<file path="src/rtl/cpu_ctrl_pkg.sv">
// Shared definitions for the CPU control path: FSM state encodings,
// opcode values and the decoded opcode-class bundle.
package cpu_ctrl_pkg;

   localparam int OPCODE_W_DEF = 4;
   localparam int TIMEOUT_DEF  = 16;
   localparam int STATE_W_DEF  = 3;

   typedef enum logic [2:0] {
      S_IDLE    = 3'd0,
      S_FETCH   = 3'd1,
      S_DECODE  = 3'd2,
      S_EXECUTE = 3'd3,
      S_MEM     = 3'd4,
      S_WB      = 3'd5,
      S_HALT    = 3'd6
   } state_t;

   localparam int OP_ALU_FIRST = 1;
   localparam int OP_ALU_LAST  = 7;
   localparam int OP_LOAD      = 8;
   localparam int OP_STORE     = 9;
   localparam int OP_JUMP      = 10;
   localparam int OP_HALT      = 15;

   typedef struct packed {
      logic is_nop;
      logic is_alu;
      logic is_load;
      logic is_store;
      logic is_jump;
      logic is_halt;
   } op_class_t;

endpackage

</file>
<file path="src/rtl/instr_sequencer_if.sv">
// Control/strobe bundle between the instruction sequencer and the datapath.
// The sequencer takes the slave side; the datapath/bench takes the master side.
interface instr_sequencer_if
   import cpu_ctrl_pkg::*;
#(
   parameter int OPCODE_W = OPCODE_W_DEF,
   parameter int STATE_W  = STATE_W_DEF
);
   logic                start;
   logic                halt_req;
   logic                step_mode;
   logic [OPCODE_W-1:0] opcode;
   logic                mem_ready;

   logic                mem_req;
   logic                mem_we;
   logic                ir_load;
   logic                pc_inc;
   logic                pc_load;
   logic                alu_en;
   logic                reg_we;
   logic                update_count;
   logic                running;
   logic                halted;
   logic                fault;
   logic [STATE_W-1:0]  state_out;

   modport master (
      output start, halt_req, step_mode, opcode, mem_ready,
      input  mem_req, mem_we, ir_load, pc_inc, pc_load, alu_en, reg_we,
      input  update_count, running, halted, fault, state_out
   );

   modport slave (
      input  start, halt_req, step_mode, opcode, mem_ready,
      output mem_req, mem_we, ir_load, pc_inc, pc_load, alu_en, reg_we,
      output update_count, running, halted, fault, state_out
   );

endinterface

</file>
<file path="src/rtl/instr_sequencer_decode.sv">
// Combinational opcode classifier; any opcode outside the defined classes
// falls into the NOP class.
module opcode_class_decode
   import cpu_ctrl_pkg::*;
#(
   parameter int OPCODE_W = OPCODE_W_DEF
) (
   input  logic [OPCODE_W-1:0] opcode,
   output op_class_t           op_class
);

   logic is_alu;
   logic is_load;
   logic is_store;
   logic is_jump;
   logic is_halt;

   assign is_alu   = (opcode >= OPCODE_W'(OP_ALU_FIRST)) && (opcode <= OPCODE_W'(OP_ALU_LAST));
   assign is_load  = (opcode == OPCODE_W'(OP_LOAD));
   assign is_store = (opcode == OPCODE_W'(OP_STORE));
   assign is_jump  = (opcode == OPCODE_W'(OP_JUMP));
   assign is_halt  = (opcode == OPCODE_W'(OP_HALT));

   assign op_class = {!(is_alu || is_load || is_store || is_jump || is_halt),
                      is_alu, is_load, is_store, is_jump, is_halt};

endmodule

</file>
<file path="src/rtl/instr_sequencer.sv">
// Multi-cycle fetch/decode/execute/memory/writeback sequencer with run/halt/
// single-step control and a memory-wait timeout that forces HALT with a fault.
module instr_sequencer
   import cpu_ctrl_pkg::*;
#(
   parameter int OPCODE_W = OPCODE_W_DEF,
   parameter int TIMEOUT  = TIMEOUT_DEF,
   parameter int STATE_W  = STATE_W_DEF
) (
   input logic              clk,
   input logic              rst,
   instr_sequencer_if.slave bus
);

   localparam int                CNT_W     = $clog2(TIMEOUT);
   localparam logic [CNT_W-1:0]  WAIT_LAST = CNT_W'(TIMEOUT - 1);

   state_t           state;
   state_t           state_next;
   state_t           retire_target;
   logic             halt_pend;
   logic             fault_q;
   logic [CNT_W-1:0] wait_cnt;
   op_class_t        cls;
   logic             mem_phase;
   logic             timeout_hit;
   logic             retire;
   logic             run_state;

   opcode_class_decode #(.OPCODE_W(OPCODE_W)) u_decode (
      .opcode   (bus.opcode),
      .op_class (cls)
   );

   assign mem_phase     = (state == S_FETCH) || (state == S_MEM);
   assign timeout_hit   = mem_phase && !bus.mem_ready && (wait_cnt == WAIT_LAST);
   assign run_state     = (state != S_IDLE) && (state != S_HALT);
   assign retire_target = (halt_pend || bus.halt_req) ? S_HALT :
                          (bus.step_mode ? S_IDLE : S_FETCH);

   // Strobes and next state are decoded from the current state, the opcode
   // class and mem_ready; retire marks the last cycle of an instruction.
   always_comb begin
      bus.mem_req = mem_phase;
      bus.mem_we  = 1'b0;
      bus.ir_load = 1'b0;
      bus.pc_inc  = 1'b0;
      bus.pc_load = 1'b0;
      bus.alu_en  = 1'b0;
      bus.reg_we  = 1'b0;
      retire      = 1'b0;
      state_next  = state;
      case (state)
         S_IDLE: begin
            if (bus.halt_req) begin
               state_next = S_HALT;
            end else if (bus.start) begin
               state_next = S_FETCH;
            end
         end
         S_FETCH: begin
            if (bus.mem_ready) begin
               bus.ir_load = 1'b1;
               bus.pc_inc  = 1'b1;
               state_next  = S_DECODE;
            end else if (timeout_hit) begin
               state_next = S_HALT;
            end
         end
         S_DECODE: begin
            if (cls.is_halt) begin
               state_next = S_HALT;
            end else if (cls.is_nop) begin
               retire     = 1'b1;
               state_next = retire_target;
            end else begin
               state_next = S_EXECUTE;
            end
         end
         S_EXECUTE: begin
            bus.alu_en  = cls.is_alu;
            bus.pc_load = cls.is_jump;
            if (cls.is_alu) begin
               state_next = S_WB;
            end else if (cls.is_load || cls.is_store) begin
               state_next = S_MEM;
            end else begin
               retire     = 1'b1;
               state_next = retire_target;
            end
         end
         S_MEM: begin
            bus.mem_we = cls.is_store;
            if (bus.mem_ready) begin
               if (cls.is_store) begin
                  retire     = 1'b1;
                  state_next = retire_target;
               end else begin
                  state_next = S_WB;
               end
            end else if (timeout_hit) begin
               state_next = S_HALT;
            end
         end
         S_WB: begin
            bus.reg_we = 1'b1;
            retire     = 1'b1;
            state_next = retire_target;
         end
         S_HALT: begin
            if (bus.start && !bus.halt_req) begin
               state_next = S_FETCH;
            end
         end
         default: state_next = S_IDLE;
      endcase
   end

   // A HALT opcode counts as retired in DECODE even though it bypasses retire.
   assign bus.update_count = retire || ((state == S_DECODE) && cls.is_halt);
   assign bus.running      = run_state;
   assign bus.halted       = (state == S_HALT);
   assign bus.fault        = fault_q;
   assign bus.state_out    = STATE_W'(state);

   // wait_cnt only survives while a memory phase keeps stalling, so every
   // entry into FETCH/MEM sees it at zero.
   always_ff @(posedge clk or posedge rst) begin
      if (rst) begin
         state     <= S_IDLE;
         halt_pend <= 1'b0;
         fault_q   <= 1'b0;
         wait_cnt  <= '0;
      end else begin
         state <= state_next;
         if (mem_phase && !bus.mem_ready && !timeout_hit) begin
            wait_cnt <= wait_cnt + CNT_W'(1);
         end else begin
            wait_cnt <= '0;
         end
         if (state_next == S_HALT) begin
            halt_pend <= 1'b0;
         end else if (run_state && bus.halt_req) begin
            halt_pend <= 1'b1;
         end
         if (timeout_hit) begin
            fault_q <= 1'b1;
         end else if ((state == S_HALT) && (state_next == S_FETCH)) begin
            fault_q <= 1'b0;
         end
      end
   end

endmodule

</file>
<file path="src/flat_wrapper.sv">
// flat-port wrapper written by rule: the top's interface ports become plain ports
module instr_sequencer_flat import cpu_ctrl_pkg::*;
#(
   parameter int OPCODE_W = OPCODE_W_DEF,
   parameter int TIMEOUT  = TIMEOUT_DEF,
   parameter int STATE_W  = STATE_W_DEF
)
  (clk, rst, bus_start, bus_halt_req, bus_step_mode, bus_opcode, bus_mem_ready, bus_mem_req, bus_mem_we, bus_ir_load, bus_pc_inc, bus_pc_load, bus_alu_en, bus_reg_we, bus_update_count, bus_running, bus_halted, bus_fault, bus_state_out);
  instr_sequencer_if #(.OPCODE_W(OPCODE_W), .STATE_W(STATE_W)) bus_i ();
  input logic clk;
  input logic rst;
  input wire logic [$bits(bus_i.start)-1:0] bus_start;
  input wire logic [$bits(bus_i.halt_req)-1:0] bus_halt_req;
  input wire logic [$bits(bus_i.step_mode)-1:0] bus_step_mode;
  input wire logic [$bits(bus_i.opcode)-1:0] bus_opcode;
  input wire logic [$bits(bus_i.mem_ready)-1:0] bus_mem_ready;
  output wire logic [$bits(bus_i.mem_req)-1:0] bus_mem_req;
  output wire logic [$bits(bus_i.mem_we)-1:0] bus_mem_we;
  output wire logic [$bits(bus_i.ir_load)-1:0] bus_ir_load;
  output wire logic [$bits(bus_i.pc_inc)-1:0] bus_pc_inc;
  output wire logic [$bits(bus_i.pc_load)-1:0] bus_pc_load;
  output wire logic [$bits(bus_i.alu_en)-1:0] bus_alu_en;
  output wire logic [$bits(bus_i.reg_we)-1:0] bus_reg_we;
  output wire logic [$bits(bus_i.update_count)-1:0] bus_update_count;
  output wire logic [$bits(bus_i.running)-1:0] bus_running;
  output wire logic [$bits(bus_i.halted)-1:0] bus_halted;
  output wire logic [$bits(bus_i.fault)-1:0] bus_fault;
  output wire logic [$bits(bus_i.state_out)-1:0] bus_state_out;
  assign bus_i.start = bus_start;
  assign bus_i.halt_req = bus_halt_req;
  assign bus_i.step_mode = bus_step_mode;
  assign bus_i.opcode = bus_opcode;
  assign bus_i.mem_ready = bus_mem_ready;
  assign bus_mem_req = bus_i.mem_req;
  assign bus_mem_we = bus_i.mem_we;
  assign bus_ir_load = bus_i.ir_load;
  assign bus_pc_inc = bus_i.pc_inc;
  assign bus_pc_load = bus_i.pc_load;
  assign bus_alu_en = bus_i.alu_en;
  assign bus_reg_we = bus_i.reg_we;
  assign bus_update_count = bus_i.update_count;
  assign bus_running = bus_i.running;
  assign bus_halted = bus_i.halted;
  assign bus_fault = bus_i.fault;
  assign bus_state_out = bus_i.state_out;
  instr_sequencer #(.OPCODE_W(OPCODE_W), .TIMEOUT(TIMEOUT), .STATE_W(STATE_W)) u_core (.clk(clk), .rst(rst), .bus(bus_i));
endmodule
</file>
<file path="config.mk">
export PLATFORM = sky130hd
export DESIGN_NAME = instr_sequencer_flat
export DESIGN_NICKNAME = d
export VERILOG_FILES = /design/src/rtl/cpu_ctrl_pkg.sv /design/src/rtl/instr_sequencer_if.sv /design/src/rtl/instr_sequencer_decode.sv /design/src/rtl/instr_sequencer.sv /design/src/flat_wrapper.sv
export SDC_FILE = /design/constraint.sdc
export NUM_CORES = 1
export LEC_CHECK = 0
export CAP_MARGIN = 20
export CORE_MARGIN = 5
export CORE_UTILIZATION = 45
export DETAILED_ROUTE_END_ITERATION = 8
export DONT_BUFFER_PORTS = 1
export SLEW_MARGIN = 25
export SYNTH_ARGS = -nofsm -noshare
export SYNTH_HDL_FRONTEND = slang
export SYNTH_HIERARCHICAL = 1
export SYNTH_SLANG_ARGS = --single-unit
</file>
<file path="constraint.sdc">
create_clock -name clk -period 3.8 [get_ports clk]
set_input_delay 0.57 -clock clk [delete_from_list [all_inputs] [get_ports clk]]
set_output_delay 0.57 -clock clk [all_outputs]
set_load 0.01 [all_outputs]
</file>
==> metrics.md, run 1 <==
| Metric | Value |
|---|---|
| Status | `completed` |
| # hold bufs at CTS | `0` |
| Pin count of the biggest net entering global routing | `20` |
| CTS Sinks | `9` |
| DRT Pass-1 Iters | `4` |
| Mean Syn Cell Area | `7.718 um2` |
| FP Rows | `15` |
| Startpoint Class | `input port` |
| Residual DRC | `0` |
| Post-DP HPWL | `1548 um` |
| Sequential fraction of the synthesis area | `27.27%` |
| Synth Flop Type | `dfrtp_1` |
| Post-synth top area share | `27.27%` |
| FFs w/ async S/R, synth | `100.0%` |
| CTS tree | `yes` |
| Final Hold Viols | `0` |
| PostCTS Resize Cnt | `0` |
| Area contributors post-synth | `dfrtp_1 (27%), buf_4 (6.4%), nor2_1 (5.5%)` |
| Final setup fails | `0` |
| Number of synthesized flops with an enable pin | `0` |
| HP Class | `in -> async` |
| Worst setup EP type | `output port` |
| CTS max path bufs | `2` |
| Pwr/cell area | `687.7 mW/mm2` |
| CP max FO | `7` |
| Initial antenna violation count | `0` |
| Ports | `24` |
| Power, Total | `0.5601 mW` |
| IO Port Bufs | `0` |
| Die Ht | `52.84 um` |
| Root Buffer | `clkbuf_4` |
| Chip Width | `52.84 um` |
| Minimum clock period | `2.301 ns` |
| P_leak | `0.3397 nW` |
| Core Footprint | `0.001727 mm2` |
| Number of global-route vias before repair | `710` |
| Starting Density | `47.83%` |
| Dominant cell type by area after synthesis | `dfrtp_1` |
| Yosys reg bits | `9` |
| Total Neg Setup Slack | `0 ns` |
| Mapped Area | `825.8 um2` |
| Worst skew pair latency | `0.25 ns` |
| Ant. Diodes | `0` |
| Post-CTS Setup Bufs | `0` |
| Flop-to-flop setup slack | `1.98 ns` |
| Initial drt markers | `7` |
| H-Tree Depth | `1` |
| Antenna-violating nets left | `0` |
| Fmax | `0.4345 GHz` |
| Overflow after GRT | `0` |
| Post-Syn Nets | `118` |
| Syn Inst Count | `107` |
| Overall global routing resource usage | `15.88%` |
| Max_slew headroom | `55.90%` |
| Commonest cells post-synth | `nor2_1 (12), dfrtp_1 (9), buf_4 (7), inv_1 (6), nand2b_1 (6)` |
| Final period util | `60.56%` |
| Worst VDD drop | `0.2387 mV` |
| Post-synthesis cell type count | `40` |
| Final WL | `1929 um` |
| Fin. max-slew vios | `0` |
| RSZ-0062 raised after global routing | `no` |
| Slew at the pin closest to its max-slew limit | `0.6601 ns` |
| Via-per-instance ratio | `5.866` |
| YS warnings | `6` |
| Die area | `0.002792 mm2` |
| Vias | `745` |
| Fin Hold WS | `0.1545 ns` |
| Finished Layout Cells | `127` |
| Final Wtd Congestion | `0.7730` |
| Area grow syn2layout | `-1.364%` |
| Final nets | `114` |
| Critical path arrival | `1.73 ns` |
| Crit Path Category | `in -> out` |
| Max-Cap Viols | `0` |
| Placed Instances | `123` |
| First-pass GRT wire length | `3187 um` |
| Final Skew | `0.005353 ns` |
| Worst Path Required | `3.23 ns` |
| Share of cells above drive strength 1 | `6.863%` |
| Clock transition at path regs | `0.06 ns` |
| Wire per inst | `15.19 um` |
| Number of buffers created by CTS | `3` |
| Most common cell in the synthesized netlist | `nor2_1` |
==> flip-flops by register name, indices dropped and copies added (netlist names) <==
register	flops
u_core/halt_pend	1
u_core/bus.fault	1
u_core/wait_cnt	4
u_core/bus.state_out	3
==> per-layer routing <==
layer / vias up / GRT usage [%] / routed length (um) / share of wire, %
met3: 2 / 7.407 / 175 / 9.1
met5: - / 0 / 0 / 0
met1: 344 / 18.21 / 835 / 43
met2: 22 / 25.21 / 908 / 47
met4: 0 / 6.383 / 10 / 0.52
li1: 377 / - / - / -
==> per-stage QoR <==
stage | util, % | instance area, um2 | setup slack [ns]
finish | 47.17 | 814.5 | 1.499
global route | 47.17 | 814.5 | 1.381
CTS | 47.17 | 814.5 | 1.533
detailed placement | 45.65 | 788.3 | 1.541
global placement | 45.65 | 788.3 | 1.540
floorplan | - | 825.8 | 1.729
==> placed cells by master (no fill, tap or decap), types with 2 or more instances in the layout <==
| cell type | Yosys | final |
|---|---|---|
| nor3_1 | 3 | 3 |
| nand3_1 | 5 | 5 |
| nor2b_1 | 5 | 5 |
| nor2_1 | 12 | 12 |
| and3_1 | 5 | 5 |
| nand2_1 | 4 | 4 |
| o31ai_1 | 2 | 2 |
| or3_1 | 2 | 2 |
| o22ai_1 | 2 | 2 |
| o21ai_1 | 4 | 4 |
| nor3b_1 | 2 | 2 |
| nand2b_1 | 6 | 6 |
| a21oi_1 | 3 | 3 |
| dfrtp_1 | 9 | 9 |
| o21ai_0 | 4 | 4 |
| a31oi_1 | 4 | 4 |
| clkbuf_4 | 0 | 3 |
| inv_1 | 6 | 6 |
==> final cells by class <==
| cell class | instances | area (um2) |
|---|---|---|
| multi-input combinational | 83 | 509.2 |
| tap | 25 | 31.28 |
| fill | 195 | 912.1 |
| sequential | 9 | 225.2 |
| clock buffer | 4 | 26.28 |
| inverter | 6 | 22.52 |
==> cell families (layout without fill, tap and decap cells) <==
kind of cell	count (synthesis)	in the layout	synth area share, %
xor gates and xnor gates	2	2	2.122
adders and majority gates	1	1	1.515
AOI/OAI and AO/OA	29	29	23.64
DFF	9	9	27.27
and+or+nand+nor	51	51	34.39
buffers and inverters	15	10	11.06
==> where the power goes <==
group,internal (mW),switching [mW],leakage [nW]
Sequential,0.122,0.0841,0.118
Combinational,0.119,0.165,0.207
Clock,0.0402,0.0291,0.0150
==> worst paths after layout <==
kind,from,to,depth (start not counted)
hold / removal,rst,u_core/wait_cnt[0],1
setup reg to reg,u_core/bus.state_out[0],u_core/halt_pend,5
min in group clk,u_core/wait_cnt[0],u_core/wait_cnt[0],1
max in group asynchronous,rst,u_core/wait_cnt[3],1
hold reg to reg,u_core/wait_cnt[0],u_core/wait_cnt[0],1
setup / recovery,bus_opcode[2],bus_update_count,5
==> critical path, stage by stage <==
cell	delay, ns
nand2b_1	0.15
nor3b_1	0.56
o31ai_1	0.20
nand2_1	0.10
o211ai_1	0.15
Note: power is estimated with default switching activity, not from simulation.
==> run 2: changes to the inputs <==
==> constraint.sdc (replaced) <==
create_clock -name clk -period 1.8 [get_ports clk]
set_input_delay 0.27 -clock clk [delete_from_list [all_inputs] [get_ports clk]]
set_output_delay 0.27 -clock clk [all_outputs]
set_load 0.01 [all_outputs]
==> run 2 against run 1 <==
Power is 130% higher. Sequential cell count stayed put. First-iteration DRC count grew to 5.3 times the previous value. Count of clock-buffer cells in the layout stayed put. Clock power is 120% higher. Register-to-register slack worse by 1.8 ns. Highest routed layer unchanged. Critical path type is now reg -> out.
==> metrics.md, run 2 (synthesis gave the netlist of run 1 again) <==
| Metric | Value |
|---|---|
| P_leak | `0.3771 nW (+11%)` |
| Number of buffers created by CTS | `3 (unchanged)` |
| Most common cell after layout, fill and taps aside | `nor2_1` |
| Status | `completed` |
| Wire per inst | `15.61 um (+2.8%)` |
| Worst setup EP type | `output port` |
| FP Rows | `15 (unchanged)` |
| Switching pwr | `0.6341 mW (+130%)` |
| Total Neg Setup Slack | `0 ns (unchanged)` |
| Pwr/cell area | `1486 mW/mm2 (+120%)` |
| Fin. max-slew vios | `0 (unchanged)` |
| RSZ-0062 raised after global routing | `no` |
| Initial antenna violation count | `0 (unchanged)` |
| Max_slew headroom | `75.44% (+20 points)` |
| H-Tree Depth | `1 (unchanged)` |
| Pin count of the biggest net entering global routing | `12 (-40%)` |
| Overall global routing resource usage | `17.26% (+1.4 points)` |
| Combinational Power Share | `59.7% (+9.0 points)` |
| Most frequent cells in the layout | `nor2_1 (12), buf_4 (7), dfrtp_1 (7)` |
| Starting Density | `47.83% (unchanged)` |
| CTS tree | `yes` |
| Minimum clock period | `1.685 ns` |
| Via-per-instance ratio | `5.933 (+1.1%)` |
| Critical path arrival | `1.42 ns (-0.31 ns)` |
| Cell Int Power | `0.6806 mW (+140%)` |
| Clock transition at path regs | `0.06 ns (about the same)` |
| Initial drt markers | `37 (+30)` |
| Overflow after GRT | `0 (unchanged)` |
| Slew at the pin closest to its max-slew limit | `0.3673 ns (-0.2928 ns)` |
| Final Hold Viols | `0 (unchanged)` |
| Final Skew | `0.007648 ns (+0.002295 ns)` |
| Final period util | `93.63%` |
| Worst skew pair latency | `0.25 ns (about the same)` |
| HP Class | `in -> reg` |
| Power, Total | `1.315 mW (+130%)` |
| Clock Power Share | `11.4% (-1.0 points)` |
| Fin Hold WS | `0.2830 ns (+0.1285 ns)` |
| Final WL | `2108 um (+9.3%)` |
| CTS max path bufs | `2 (unchanged)` |
| Max-Cap Viols | `0 (unchanged)` |
| Final Wtd Congestion | `0.8366 (+8.2%)` |
| CP max FO | `8 (+1)` |
| Ports | `24 (unchanged)` |
| Final setup fails | `0 (unchanged)` |
| Post-CTS Setup Bufs | `0 (unchanged)` |
| Number of global-route vias before repair | `788 (+11%)` |
| Share of cells above drive strength 1 | `15.45% (+8.6 points)` |
| Die Ht | `52.84 um (unchanged)` |
| Residual DRC | `0 (unchanged)` |
| Max reg flops | `4 (unchanged)` |
| Ant. Diodes | `0 (unchanged)` |
| DRT Pass-1 Iters | `4 (unchanged)` |
| Crit Path Category | `reg -> out` |
| Root Buffer | `clkbuf_4` |
| Chip Width | `52.84 um (unchanged)` |
| Die area | `0.002792 mm2 (unchanged)` |
| Area grow syn2layout | `7.121%` |
| Top reg by flops | `u_core/wait_cnt` |
| Antenna-violating nets left | `0 (unchanged)` |
| Final nets | `122 (+7.0%)` |
| Core Footprint | `0.001727 mm2 (unchanged)` |
| Fmax | `0.5934 GHz` |
| Startpoint Class | `flip-flop` |
| Vias | `801 (+7.5%)` |
| Worst VDD drop | `0.5660 mV (+140%)` |
| First-pass GRT wire length | `3505 um (+10%)` |
| Worst Path Required | `1.53 ns (-1.70 ns)` |
| IO Port Bufs | `0 (unchanged)` |
| Seq pwr share | `28.9% (-8.0 points)` |
| CTS Sinks | `9 (unchanged)` |
| Post-DP HPWL | `1684 um (+8.8%)` |
| Switching share of total power | `48.23% (-1.4 points)` |
run 2: repair_timing:
item	in CTS	in global routing
hold buffers	1	0
setup endpoints to repair	0	1
resized for setup	0	3
endpoints found under the hold margin	9	0
run 2: path summary, 6_finish.rpt:
path,slack [ns],to,startpoint,cells after the start
max in group asynchronous,1.10,u_core/bus.state_out[2],rst,2
worst min register to register,0.47,u_core/wait_cnt[0],u_core/wait_cnt[0],1
worst max-delay path,0.11,bus_running,u_core/bus.state_out[1],2
worst max register to register,0.21,u_core/halt_pend,u_core/bus.state_out[1],4
min in group asynchronous,0.42,u_core/halt_pend,rst,2
worst min-delay path,0.28,u_core/halt_pend,bus_halt_req,2
run 2: per-layer routing:
| metal | part of all wire, % | GRT usage [%] | vias to the layer above | wire length (um) |
|---|---|---|---|---|
| met3 | 11 | 5.698 | 4 | 224 |
| met1 | 41 | 19.83 | 366 | 857 |
| met2 | 47 | 28.72 | 39 | 984 |
| met5 | 0 | 0 | - | 0 |
| li1 | - | - | 392 | - |
| met4 | 1.9 | 7.660 | 0 | 40 |
run 2: area by class of cell:
cell class	instances	area, um2
Clock buffer	4	26.28
Fill cell	176	842.1
Inverter	6	22.52
Multi-Input combinational cell	83	514.2
Sequential cell	9	227.7
Tap cell	25	31.28
Timing Repair Buffer	8	62.56
run 2: metrics by stage:
stage	cell area, um2	std cells	setup WS [ns]	utilization (%)
after floorplan	825.8	107	0.2499	-
after global placement	840.8	130	0.1749	48.70
after detailed placement	840.8	130	0.1566	48.70
after CTS	877.1	135	0.02466	50.80
after global routing	884.6	135	0.03504	51.23
final	884.6	135	0.1147	51.23
run 2: worst max-delay path, stage by stage, from the launching register on:
cell and delay (ns):
dfrtp_1 0.49, nor2b_1 0.21, or3_1 0.47
run 2: power groups by stage:
stage	clock (mW)	sequential (mW)	combinational, mW
after global routing	0.171	0.392	0.876
after floorplan	0	0.337	0.619
final	0.150	0.380	0.784
after CTS	0.157	0.374	0.773
after detailed placement	0	0.377	0.770
after global placement	0	0.376	0.770
==> run 3: changes to the inputs <==
--- a/config.mk
+++ b/config.mk
@@ -6,10 +6,11 @@
 export NUM_CORES = 1
 export LEC_CHECK = 0
 export CAP_MARGIN = 20
-export CORE_MARGIN = 5
+export CORE_MARGIN = 2
 export CORE_UTILIZATION = 45
 export DETAILED_ROUTE_END_ITERATION = 8
 export DONT_BUFFER_PORTS = 1
+export MAX_ROUTING_LAYER = met4
 export SLEW_MARGIN = 25
 export SYNTH_ARGS = -nofsm -noshare
 export SYNTH_HDL_FRONTEND = slang
==> run 3 against run 2 <==
Wire length down 7.8%. Count of clock-buffer cells in the layout is the same. Global-route usage is 3.5 points higher. Worst setup slack lost 0.020 ns. Non-clock buffer count is 1 lower. Final cell count decreased by 0.74%. Worst hold slack worse by 0.041 ns. Power shrank 2.5%. Sequential power rose by 1%. Combinational power fell by 5.7%. Clock skew down 0.0054 ns. Utilization down 0.43 points.
==> metrics.md, run 3 (synthesis gave the netlist of run 1 again) <==
| Metric | Value |
|---|---|
| DRT Pass-1 Iters | `4 (unchanged)` |
| Share of cells above drive strength 1 | `14.68% (-0.78 points)` |
| Ant. Diodes | `0 (unchanged)` |
| Fmax | `0.5864 GHz (-1.2%)` |
| Antenna-violating nets left | `0 (unchanged)` |
| Slowest CP cell | `dfrtp_2` |
| Root Buffer | `clkbuf_4` |
| Ports | `24 (unchanged)` |
| Final period util | `94.75% (+1.1 points)` |
| Final WL | `1944 um (-7.8%)` |
| Power, Total | `1.282 mW (-2.5%)` |
| CTS tree | `yes` |
| Top reg by flops | `u_core/wait_cnt` |
| Layout filler cell count | `191 (+8.5%)` |
| Final Hold Viols | `0 (unchanged)` |
| Reg2Reg Capture Point | `u_core/bus.state_out[1]` |
| FP Rows | `15 (unchanged)` |
| IO Port Bufs | `0 (unchanged)` |
| Worst Path Required | `1.53 ns (about the same)` |
| Worst setup EP type | `output port` |
| Final Wtd Congestion | `0.8509 (+1.7%)` |
| Overflow after GRT | `0 (unchanged)` |
| Crit path from | `u_core/bus.state_out[0]` |
| Critical path arrival | `1.44 ns (+0.02 ns)` |
| H-Tree Depth | `1 (unchanged)` |
| Wire per inst | `14.51 um (-7.1%)` |
| CP endpoint | `bus_update_count` |
| Fin. max-slew vios | `0 (unchanged)` |
| Chip Width | `46.84 um (-11%)` |
| Pin count of the biggest net entering global routing | `15 (+3)` |
| P_leak | `0.3730 nW (-1.1%)` |
| Overall global routing resource usage | `20.79% (+3.5 points)` |
| Final Skew | `0.002214 ns (-0.005435 ns)` |
| Area grow syn2layout | `6.212%` |
| Final Util | `50.80% (-0.43 points)` |
| Slew at the pin closest to its max-slew limit | `0.3983 ns (+0.03101 ns)` |
| Critical path, cell by cell | `buf_4, nor3_2, nor2_1, nand2_1, o211ai_1` |
| First-pass GRT wire length | `3105 um (-11%)` |
| Vias | `778 (-2.9%)` |
| CP peak stage delay | `0.50 ns (about the same)` |
| Number of buffers created by CTS | `3 (unchanged)` |
| Worst skew pair latency | `0.26 ns (about the same)` |
| Max reg flops | `4 (unchanged)` |
| Post-DP HPWL | `1501 um (-11%)` |
| CTS Sinks | `9 (unchanged)` |
| Crit Path Category | `reg -> out` |
| Initial antenna violation count | `0 (unchanged)` |
| Die Ht | `46.84 um (-11%)` |
| Status | `completed` |
| Initial drt markers | `26 (-30%)` |
| Most frequent cells in the layout | `nor2_1 (12), dfrtp_1 (7), buf_4 (6), inv_1 (6), nand2b_1 (6)` |
| Multi-input logic area | `514.2 um2 (unchanged)` |
| Pwr/cell area | `1462 mW/mm2 (-1.6%)` |
| Starting Density | `47.83% (unchanged)` |
| Number of global-route vias before repair | `707 (-10%)` |
| CTS max path bufs | `2 (unchanged)` |
| Reg2Reg Depth | `5 (+1)` |
| Minimum clock period | `1.705 ns (+0.02015 ns)` |
| Worst VDD drop | `0.6202 mV (+9.6%)` |
| HP Class | `in -> reg` |
| Residual DRC | `0 (unchanged)` |
| Core Footprint | `0.001727 mm2 (unchanged)` |
| Storage cell area | `227.7 um2 (unchanged)` |
| Post-CTS Setup Bufs | `0 (unchanged)` |
| Most common cell after layout, fill and taps aside | `nor2_1` |
| Max_slew headroom | `73.39% (-2.0 points)` |
| Die area | `0.002194 mm2 (-21%)` |
| Max-Cap Viols | `0 (unchanged)` |
| Final nets | `121 (-0.82%)` |
| Flop-to-flop setup slack | `0.24 ns (+0.03 ns)` |
| Reg-to-Reg Start | `u_core/bus.state_out[1]` |
| HP Start | `bus_halt_req` |
| Via-per-instance ratio | `5.806 (-2.1%)` |
| Clock transition at path regs | `0.06 ns (about the same)` |
| CP max FO | `14 (+6)` |
| Final setup fails | `0 (unchanged)` |
| Startpoint Class | `flip-flop` |
[run 3: per-stage QoR]
stage / worst slack (ns) / cell area [um2] / setup TNS [ns] / std cells / hold WS, ns
after floorplan: 0.2499 / 825.8 / 0 / 107 / 0.09792
after global placement: 0.1295 / 833.3 / 0 / 129 / 0.1424
after detailed placement: 0.1272 / 833.3 / 0 / 129 / 0.1518
after CTS: 0.03280 / 870.8 / 0 / 134 / 0.2321
after global routing: -0.01559 / 877.1 / -0.01559 / 134 / 0.2546
final: 0.09456 / 877.1 / 0 / 134 / 0.2424
[run 3: worst min path at each step]
stage | to | depth (start not counted)
6_report | u_core/halt_pend | 2
2_1_floorplan | u_core/bus.fault | 1
3_3_place_gp | u_core/bus.fault | 1
4_1_cts | u_core/halt_pend | 2
5_1_grt | u_core/halt_pend | 2
3_5_place_dp | u_core/bus.fault | 1
[run 3: timing repair]
action,CTS,global route
gates resized for setup,1,2
endpoints found under the hold margin,9,0
setup endpoints to repair,1,1
hold buffers,1,0
[run 3: area by class of cell]
cell class / count / share of cell area [%]
Sequential cell: 9 / 25.96
Inverter: 6 / 2.568
Multi-Input combinational cell: 83 / 58.63
Tap cell: 25 / 3.566
Timing Repair Buffer: 7 / 6.277
Clock buffer: 4 / 2.996
[run 3: worst max-delay path, delay by kind of cell, from the launching register on]
family	cells	cell delay, ns
AO/OA/AOI/OAI	1	0.15
buffers and inverters	1	0.19
flip-flops	1	0.50
AND/OR/NAND/NOR	3	0.33
[run 3: per-layer routing]
layer	track usage [%]	vias up	part of all wire, %	wire (um)
met1	26.45	356	46	889
met5	-	-	0	0
met2	29.86	27	46	885
met4	8.333	0	0.77	15
met3	7.308	2	7.9	154
li1	-	393	-	-
[run 3: where the power goes]
| part | total (mW) | switching, mW | internal [mW] |
|---|---|---|---|
| Combinational | 0.739 | 0.420 | 0.319 |
| Sequential | 0.384 | 0.119 | 0.265 |
| Clock | 0.159 | 0.0734 | 0.0856 |
